===== src/rtl/fsm_slave_regs.sv =====
// I2C slave exposing NUM_REGS byte registers, with a combinational local read port.
// Optional FSM_SLAVE_AUTOINC_EN: pointer advances after every data byte written or read.
`timescale 1ns/1ps
module fsm_slave_regs #(
    parameter logic [6:0]  SLAVE_ADDR  = 7'h50,
    parameter int unsigned NUM_REGS    = 16,
    parameter int unsigned SYNC_STAGES = 2,
    localparam int unsigned PTR_W      = $clog2(NUM_REGS)
) (
    input  logic             clk,
    input  logic             rst_,
    input  logic             scl_in,
    input  logic             sda_in,
    input  logic             fsm_select_,
    output logic             sda_select,
    output logic             sda_out,
    input  logic [PTR_W-1:0] loc_addr,
    output logic [7:0]       loc_data,
    output logic             wr_pulse,
    output logic [PTR_W-1:0] wr_addr,
    output logic [7:0]       wr_data,
    output logic             busy
);

`ifdef FSM_SLAVE_AUTOINC_EN
    localparam bit AUTOINC = 1'b1;
`else
    localparam bit AUTOINC = 1'b0;
`endif

    typedef enum logic [3:0] {
        IDLE, ADDR, ADDR_ACK, PTR, PTR_ACK,
        WDATA, WDATA_ACK, RDATA, RDATA_ACK, IGNORE
    } state_t;

    logic [SYNC_STAGES-1:0] scl_sync, sda_sync;
    logic                   scl_s, sda_s, scl_p, sda_p;
    logic                   scl_rise, scl_fall, start_det, stop_det;

    state_t           state_q, state_d;
    logic [2:0]       bit_cnt_q, bit_cnt_d;
    logic [1:0]       phase_q, phase_d;
    logic [7:0]       shift_q, shift_d, rx_byte;
    logic [PTR_W-1:0] ptr_q, ptr_d;
    logic             rw_q, rw_d;
    logic             sda_sel_q, sda_sel_d, sda_out_q, sda_out_d;
    logic             busy_q, busy_d;
    logic             wr_pulse_q, wr_pulse_d;
    logic [PTR_W-1:0] wr_addr_q, wr_addr_d;
    logic [7:0]       wr_data_q, wr_data_d;
    logic [7:0]       regs [NUM_REGS];

    always_ff @(posedge clk or negedge rst_) begin
        if (!rst_) begin
            scl_sync <= '1;
            sda_sync <= '1;
            scl_p    <= 1'b1;
            sda_p    <= 1'b1;
        end else begin
            scl_sync <= {scl_sync[SYNC_STAGES-2:0], scl_in};
            sda_sync <= {sda_sync[SYNC_STAGES-2:0], sda_in};
            scl_p    <= scl_s;
            sda_p    <= sda_s;
        end
    end

    assign scl_s     = scl_sync[SYNC_STAGES-1];
    assign sda_s     = sda_sync[SYNC_STAGES-1];
    assign scl_rise  = scl_s & ~scl_p;
    assign scl_fall  = ~scl_s & scl_p;
    assign start_det = scl_s & scl_p & sda_p & ~sda_s;
    assign stop_det  = scl_s & scl_p & ~sda_p & sda_s;

    always_comb begin
        state_d    = state_q;
        bit_cnt_d  = bit_cnt_q;
        phase_d    = phase_q;
        shift_d    = shift_q;
        ptr_d      = ptr_q;
        rw_d       = rw_q;
        sda_sel_d  = sda_sel_q;
        sda_out_d  = sda_out_q;
        busy_d     = busy_q;
        wr_pulse_d = 1'b0;
        wr_addr_d  = wr_addr_q;
        wr_data_d  = wr_data_q;
        rx_byte    = {shift_q[6:0], sda_s};

        if (fsm_select_ || stop_det) begin
            state_d   = IDLE;
            sda_sel_d = 1'b0;
            sda_out_d = 1'b1;
            busy_d    = 1'b0;
        end else if (start_det) begin
            state_d   = ADDR;
            bit_cnt_d = '0;
            phase_d   = '0;
            sda_sel_d = 1'b0;
            sda_out_d = 1'b1;
            busy_d    = 1'b1;
        end else begin
            case (state_q)
                IDLE, IGNORE: ;
                ADDR, PTR, WDATA: begin
                    if (scl_rise) begin
                        shift_d   = rx_byte;
                        bit_cnt_d = bit_cnt_q + 3'd1;
                        phase_d   = '0;
                        if (bit_cnt_q == 3'd7) begin
                            if (state_q == ADDR) begin
                                if (rx_byte[7:1] == SLAVE_ADDR) begin
                                    rw_d    = rx_byte[0];
                                    state_d = ADDR_ACK;
                                end else begin
                                    state_d = IGNORE;
                                end
                            end else if (state_q == PTR) begin
                                ptr_d   = rx_byte[PTR_W-1:0];
                                state_d = PTR_ACK;
                            end else begin
                                wr_pulse_d = 1'b1;
                                wr_addr_d  = ptr_q;
                                wr_data_d  = rx_byte;
                                ptr_d      = AUTOINC ? ptr_q + 1'b1 : ptr_q;
                                state_d    = WDATA_ACK;
                            end
                        end
                    end
                end
                // Phase 0: drive the ACK low on the fall after bit 8; phase 1: leave on the next fall.
                ADDR_ACK, PTR_ACK, WDATA_ACK: begin
                    if (scl_fall) begin
                        if (phase_q == 2'd0) begin
                            sda_sel_d = 1'b1;
                            sda_out_d = 1'b0;
                            phase_d   = 2'd1;
                        end else begin
                            sda_sel_d = 1'b0;
                            sda_out_d = 1'b1;
                            bit_cnt_d = '0;
                            phase_d   = 2'd0;
                            if (state_q == ADDR_ACK && rw_q) begin
                                state_d   = RDATA;
                                shift_d   = regs[ptr_q];
                                sda_sel_d = 1'b1;
                                sda_out_d = regs[ptr_q][7];
                            end else if (state_q == ADDR_ACK) begin
                                state_d = PTR;
                            end else begin
                                state_d = WDATA;
                            end
                        end
                    end
                end
                RDATA: begin
                    if (scl_fall) begin
                        sda_out_d = shift_q[6];
                        shift_d   = {shift_q[6:0], 1'b0};
                    end else if (scl_rise) begin
                        bit_cnt_d = bit_cnt_q + 3'd1;
                        if (bit_cnt_q == 3'd7) begin
                            state_d = RDATA_ACK;
                            phase_d = 2'd0;
                        end
                    end
                end
                // Phase 0: release after bit 8; phase 1: sample master ACK; phase 2: reload on fall.
                RDATA_ACK: begin
                    if (phase_q == 2'd0 && scl_fall) begin
                        sda_sel_d = 1'b0;
                        sda_out_d = 1'b1;
                        phase_d   = 2'd1;
                    end else if (phase_q == 2'd1 && scl_rise) begin
                        ptr_d = AUTOINC ? ptr_q + 1'b1 : ptr_q;
                        if (sda_s) state_d = IGNORE;
                        else       phase_d = 2'd2;
                    end else if (phase_q == 2'd2 && scl_fall) begin
                        state_d   = RDATA;
                        bit_cnt_d = '0;
                        phase_d   = 2'd0;
                        shift_d   = regs[ptr_q];
                        sda_sel_d = 1'b1;
                        sda_out_d = regs[ptr_q][7];
                    end
                end
                default: state_d = IDLE;
            endcase
        end
    end

    always_ff @(posedge clk or negedge rst_) begin
        if (!rst_) begin
            state_q    <= IDLE;
            bit_cnt_q  <= '0;
            phase_q    <= '0;
            shift_q    <= '0;
            ptr_q      <= '0;
            rw_q       <= 1'b0;
            sda_sel_q  <= 1'b0;
            sda_out_q  <= 1'b1;
            busy_q     <= 1'b0;
            wr_pulse_q <= 1'b0;
            wr_addr_q  <= '0;
            wr_data_q  <= '0;
        end else begin
            state_q    <= state_d;
            bit_cnt_q  <= bit_cnt_d;
            phase_q    <= phase_d;
            shift_q    <= shift_d;
            ptr_q      <= ptr_d;
            rw_q       <= rw_d;
            sda_sel_q  <= sda_sel_d;
            sda_out_q  <= sda_out_d;
            busy_q     <= busy_d;
            wr_pulse_q <= wr_pulse_d;
            wr_addr_q  <= wr_addr_d;
            wr_data_q  <= wr_data_d;
        end
    end

    // Register file commits the cycle after the strobe, so loc_data follows wr_pulse by one clk.
    always_ff @(posedge clk or negedge rst_) begin
        if (!rst_) begin
            for (int unsigned i = 0; i < NUM_REGS; i++) regs[i] <= '0;
        end else if (wr_pulse_q) begin
            regs[wr_addr_q] <= wr_data_q;
        end
    end

    assign loc_data   = regs[loc_addr];
    assign sda_select = sda_sel_q & ~fsm_select_;
    assign sda_out    = sda_out_q;
    assign busy       = busy_q;
    assign wr_pulse   = wr_pulse_q;
    assign wr_addr    = wr_addr_q;
    assign wr_data    = wr_data_q;

endmodule


===== config.mk =====
export PLATFORM = sky130hd
export DESIGN_NAME = fsm_slave_regs
export DESIGN_NICKNAME = d
export VERILOG_FILES = /design/src/rtl/fsm_slave_regs.sv
export SDC_FILE = /design/constraint.sdc
export NUM_CORES = 1
export LEC_CHECK = 0
export ABC_AREA = 1
export CORE_ASPECT_RATIO = 1.4
export CORE_UTILIZATION = 55
export CTS_CLUSTER_SIZE = 8
export DETAILED_ROUTE_END_ITERATION = 12
export GPL_TIMING_DRIVEN = 0
export PLACE_DENSITY_LB_ADDON = 0.15
export SYNTH_ARGS = -nofsm -noshare
export SYNTH_HDL_FRONTEND = slang
export SYNTH_SLANG_ARGS = --single-unit

===== constraint.sdc =====
create_clock -name clk -period 1.98 [get_ports clk]
set_input_delay 0.198 -clock clk [delete_from_list [all_inputs] [get_ports clk]]
set_output_delay 0.198 -clock clk [all_outputs]
set_load 0.005 [all_outputs]

Word-level counts from Yosys, hierarchy flattened
Index checks and enable logic that the tools add are counted.
{"block": "classes", "add_sub_neg": 1, "multipliers": 0, "div_mod_pow": 0, "order_cmp": 4, "eq_ne": 46, "shifts": 0, "n_mux": 86, "bitwise_logic": 20, "reduce_logical": 25}
{"cell": "$bwmux W128", "n": 1}
{"cell": "$bmux W8 S4", "n": 2}
{"cell": "$mux W4", "n": 15}
{"cell": "$mux W7", "n": 8}
{"cell": "$mux W8", "n": 5}
{"cell": "$ne A4 B4 Y1 const B", "n": 9}
{"cell": "$demux W8 S4", "n": 1}
{"cell": "$mux W3", "n": 10}
{"cell": "$ne A3 B3 Y1 const B", "n": 10}
{"cell": "$ne A5 B5 Y1 const B", "n": 6}
{"cell": "$pmux W7 S4", "n": 1}
{"cell": "$mux W1", "n": 27}
{"cell": "$mux W2", "n": 11}
{"cell": "$reduce_and A11 Y1", "n": 2}
{"cell": "$reduce_and A7 Y1", "n": 3}
{"cell": "$pmux W4 S5", "n": 1}
{"cell": "$eq A4 B3 Y1 const B", "n": 4}
{"cell": "$ne A2 B2 Y1 const B", "n": 8}
{"cell": "$ge A5 B5 Y1 const B", "n": 3}
{"cell": "$not A4 Y5", "n": 3}
{"cell": "$pmux W3 S4", "n": 1}
{"cell": "$reduce_bool A5 Y1", "n": 2}
{"cell": "$not A1 Y1", "n": 9}
{"cell": "$reduce_and A9 Y1", "n": 1}
{"cell": "24 further kinds", "n": 39}
{"block": "totals", "register_bits": 171, "latch_bits": 0, "ramBits": 0, "rom_bits": 0, "inputBits": 9, "output_inout_bits": 24, "wordCells": 214, "memories": 0}

Longest topological paths before layout
{"block": "logic_depth", "word_depth": 10, "ltp_mapped": 13, "depth_no_buf": 13}

Worst setup path before layout
Ideal clock, no wire load.
{"block": "synth_path", "kind": "reg2reg", "startpoint": "register scl_sync[1]", "endpoint": "register state_q[1]", "setup_ps": 127, "arrival_time_ps": 1417, "required_ps": 1853, "slack_ps": 436, "path_stages_with_launch": 10, "n_path_buf": 0, "period_less_slack_ps": 1544, "cell_sequence": "dfstp_2 nand3_2 nor2_4 nor2_1 nand2_1 nand2_1 o21ai_1 nand3_2 nand2_1 o21ai_0"}
{"block": "synth_between", "elab_chain_cells": 7, "elab_cells_between_ends": 29, "classes_between": "eq/ne (11); mux (5); bitwise (8); reduce/logical (5)"}
{"element": "start, declared", "line_no": "36", "source": "logic [SYNC_STAGES-1:0] scl_sync, sda_sync;"}
{"element": "start signal, assigned", "line_no": "60", "source": "scl_sync <= {scl_sync[SYNC_STAGES-2:0], scl_in};"}
{"element": "$and A1 B1 Y1", "line_no": "69", "source": "assign scl_rise = scl_s & ~scl_p;"}
{"element": "$logic_and A1 B1 Y1", "line_no": "173", "source": "end else if (phase_q == 2'd1 && scl_rise) begin"}
{"element": "$mux W4", "line_no": "173"}
{"element": "$mux W4", "line_no": "169", "source": "if (phase_q == 2'd0 && scl_fall) begin"}
{"element": "$pmux W4 S5", "line_no": "102", "source": "case (state_q)"}
{"element": "$mux W4", "line_no": "94", "source": "end else if (start_det) begin"}
{"element": "$mux W4", "line_no": "89", "source": "if (fsm_select_ || stop_det) begin"}
{"element": "end signal, assigned", "line_no": "206", "source": "state_q <= state_d;"}
{"element": "end, declared", "line_no": "40", "source": "state_t state_q, state_d;"}
Parallel ways exist; a longest one is shown, timed or not. The select of a mux whose other input is x is not followed.
A chain may end at the register's enable or synchronous reset.

Final worst setup path
{"block": "layout_path", "startpoint": "register regs[16] (netlist name)", "endpoint": "output loc_data[0]"}
{"block": "layout_between", "elab_chain_cells": 3}
{"element": "start, declared", "line_no": "51", "source": "logic [7:0] regs [NUM_REGS];"}
{"element": "start signal, assigned by index", "line_no": "226", "source": "regs[wr_addr_q] <= wr_data_q;"}
{"element": "$bmux W8 S4", "line_no": "230", "source": "assign loc_data = regs[loc_addr];"}
{"element": "$mux W8 (not written as such) (2 in series)", "line_no": "230"}
{"element": "end, declared", "line_no": "18", "source": "output logic [7:0] loc_data,"}
Every way passes these cells. The select of a mux whose other input is x is not followed.

==> run metrics <==
top cells by count, synth=nand2_1, o21ai_0, dfrtp_1; post-synth cell types=34; # fillers=1494; synth warn=0; run status=complete, but fails checks; CP max FO=3; Seq cells post-synth=171; Syn Nets=1262; DR vias=9387; largest net degree at the start of global routing=101; Synth Flop Type=dfrtp_1; number of global-route vias before repair=9149; # diodes=0; hpwl dp=24200 um; mapped cell area=9290 um^2; final wirelength=33400 um; dominant cell type by area after synthesis=dfrtp_1; fraction of layout cells with a size suffix above 1=11.6%; RR Endpoint=regs[85]; Clock transition at path regs=0.07 ns; Placed Area=9860 um^2; Reg-to-Reg Start=wr_addr[0]; Slew Viols, Final=0; share of the synthesized area in the top cell type=44.2%; Worst VDD drop=0.584 mV; Post-DRT Antenna Nets=0; Worst Hold Path EP=scl_sync[0]; hold wc startpoint=scl_in; IO Pins=33; Pleak=4.73 nW; DIE AREA=17400 um^2; final setup margin=-0.117 ns; Final setup viols=2; post-route cell area=10600 um^2; worst hold stages=1; Power Density=719 nW/um^2; R2R depth=6; final net count=1314; top cells by area, synth=dfrtp_1, nand2_1, o21ai_0; vias per cell=6.20; dpl ws=-0.444 ns; Num CTS Buffers=17; Layout Skew=0.00937 ns; Syn Inst Count=1251; Global Route Usage Sum=40.2%; Final Hold Viols=0; Pre-Repair DR Iteration Count=12; CTS sink cnt=171; async set-reset flop share out of synthesis=100%; Relative slew margins=45.7%; Setup Crit Path Kind=reg2out; Worst setup SP type=register; Initial Util=56.9%; Placer Congestion=1.01; Skew-Pair Late Insertion Delay=0.44 ns; Post-route DRC=3; Seq/Total Area, Yosys=46.2%; R2R setup slack=0.04 ns; Req. time, crit path=1.78 ns; Critical Path Sink Type=output pin; Tmin final=2.10 ns; Longest Clk Path Bufs=2; num rows=55; Crit. Startpoint=regs[16]; Root Buffer=clkbuf_16; CP arrival=1.90 ns; initial antenna violation count=0; area grow syn2layout=14.5%; WL per Instance=22.1 um; Die X=112 um; RSZ-0062 raised after global routing=yes; actual slew at the worst max-slew pin=0.814 ns; Die Y-Extent=156 um; fin crit share=106%; max_cap viols=0; first-pass GRT wire length=52100 um; top-count cell post-synth=nand2_1; failing checks=design-rule violations, negative setup slack; grt total ovfl=0; syn avg cell area=7.42 um^2; H-tree Lvls=4; Post-synth EDFFs=0; core area=16300 um^2; Fmax=477 MHz; Worst Hold Class=in2reg; number of DRC markers in iteration 0=1269; CTS tree=done; port bufs=29
==> worst max-delay path: stages (launching register included) <==
cell             delay [ns]
dfrtp_1                0.34
inv_1                  0.07
a21oi_1                0.11
o21ai_0                0.09
nand3_1                0.11
nand3_1                0.12
nand2_2                0.11
clkdlybuf4s50_1        0.50
==> repair_timing <==
action	4_1_cts	5_1_grt
hold buffers	1	0
buffers inserted	1	2
setup endpoints to repair	14	106
pin swaps	5	4
hold endpoints to repair	93	0
resized for setup	34	55
==> area by class of cell <==
type                       instances  area, um^2  share of cell area, %
buffer                            77         385                   3.62
clock buffer                      21         460                   4.33
clock inverter                    11         135                   1.27
inverter                         118         453                   4.26
multi-input combinational        884        4310                   40.5
sequential                       171        4290                   40.3
tap                              199         249                   2.34
timing repair buffer              34         353                   3.32
==> layout by cell type, fill, tap and decap left out, types with 22 or more instances in the layout <==
master,netlist,routed
dfrtp_1,164,164
nand2_1,344,343
o211ai_1,55,55
a21oi_1,67,67
inv_1,108,105
o21ai_0,220,213
clkdlybuf4s50_1,0,22
nor2_1,35,34
nand3_1,106,98
clkbuf_2,0,28
==> layer usage <==
layer	share of wire, %	track usage, %	vias to the layer above
li1	-	-	4261
met1	37	49.0	4378
met2	47	64.6	585
met3	9.4	8.47	163
met4	6.8	26.8	0
met5	0	0	-
==> how the worst max path moves through the flow <==
stage	endpoint	slack (ns)
global placement	regs[126]	-6.24
floorplan	state_q[1]	0.44
global route	loc_data[0]	-0.15
finish	loc_data[0]	-0.12
CTS	loc_data[5]	-0.1
detailed placement	loc_data[0]	-0.44
==> state kept, by name, indices dropped and copies added (netlist names), 3 cells and up <==
name	cells
wr_addr	4
state_q	4
regs	128
ptr_q	4
wr_data	8
bit_cnt_q	3
shift_q	7
==> through the flow <==
| stage | util [%] | power (W) | setup TNS (ns) | hold WS (ns) | std cells |
|---|---|---|---|---|---|
| 2_1_floorplan | - | 0.00400 | 0 | -0.0976 | 1251 |
| 4_1_cts | 64.5 | 0.00763 | -0.276 | 0.156 | 1514 |
| 3_5_place_dp | 60.4 | 0.00427 | -3.49 | 0.298 | 1480 |
| 5_1_grt | 65.2 | 0.00783 | -1.34 | 0.161 | 1515 |
| 6_report | 65.2 | 0.00764 | -0.207 | 0.157 | 1515 |
| 3_3_place_gp | 60.2 | 0.00424 | -1052.49 | 0.347 | 1479 |
==> cell families (layout without fill, tap and decap cells) <==
group,after synthesis,in the layout,synth area share [%]
AO/OA/AOI/OAI,361,361,21.2
adder cells (fa/ha/maj),2,2,0.269
flip-flops,171,171,46.2
AND/OR/NAND/NOR,521,521,24.0
buffers and inverters,196,261,8.39
==> where the power goes <==
group,switching [W],internal (W)
sequential,0.0000573,0.00356
combinational,0.000404,0.000205
clock,0.00147,0.00195
total,0.00193,0.00571
No activity file was read; power rests on OpenSTA's default activity.
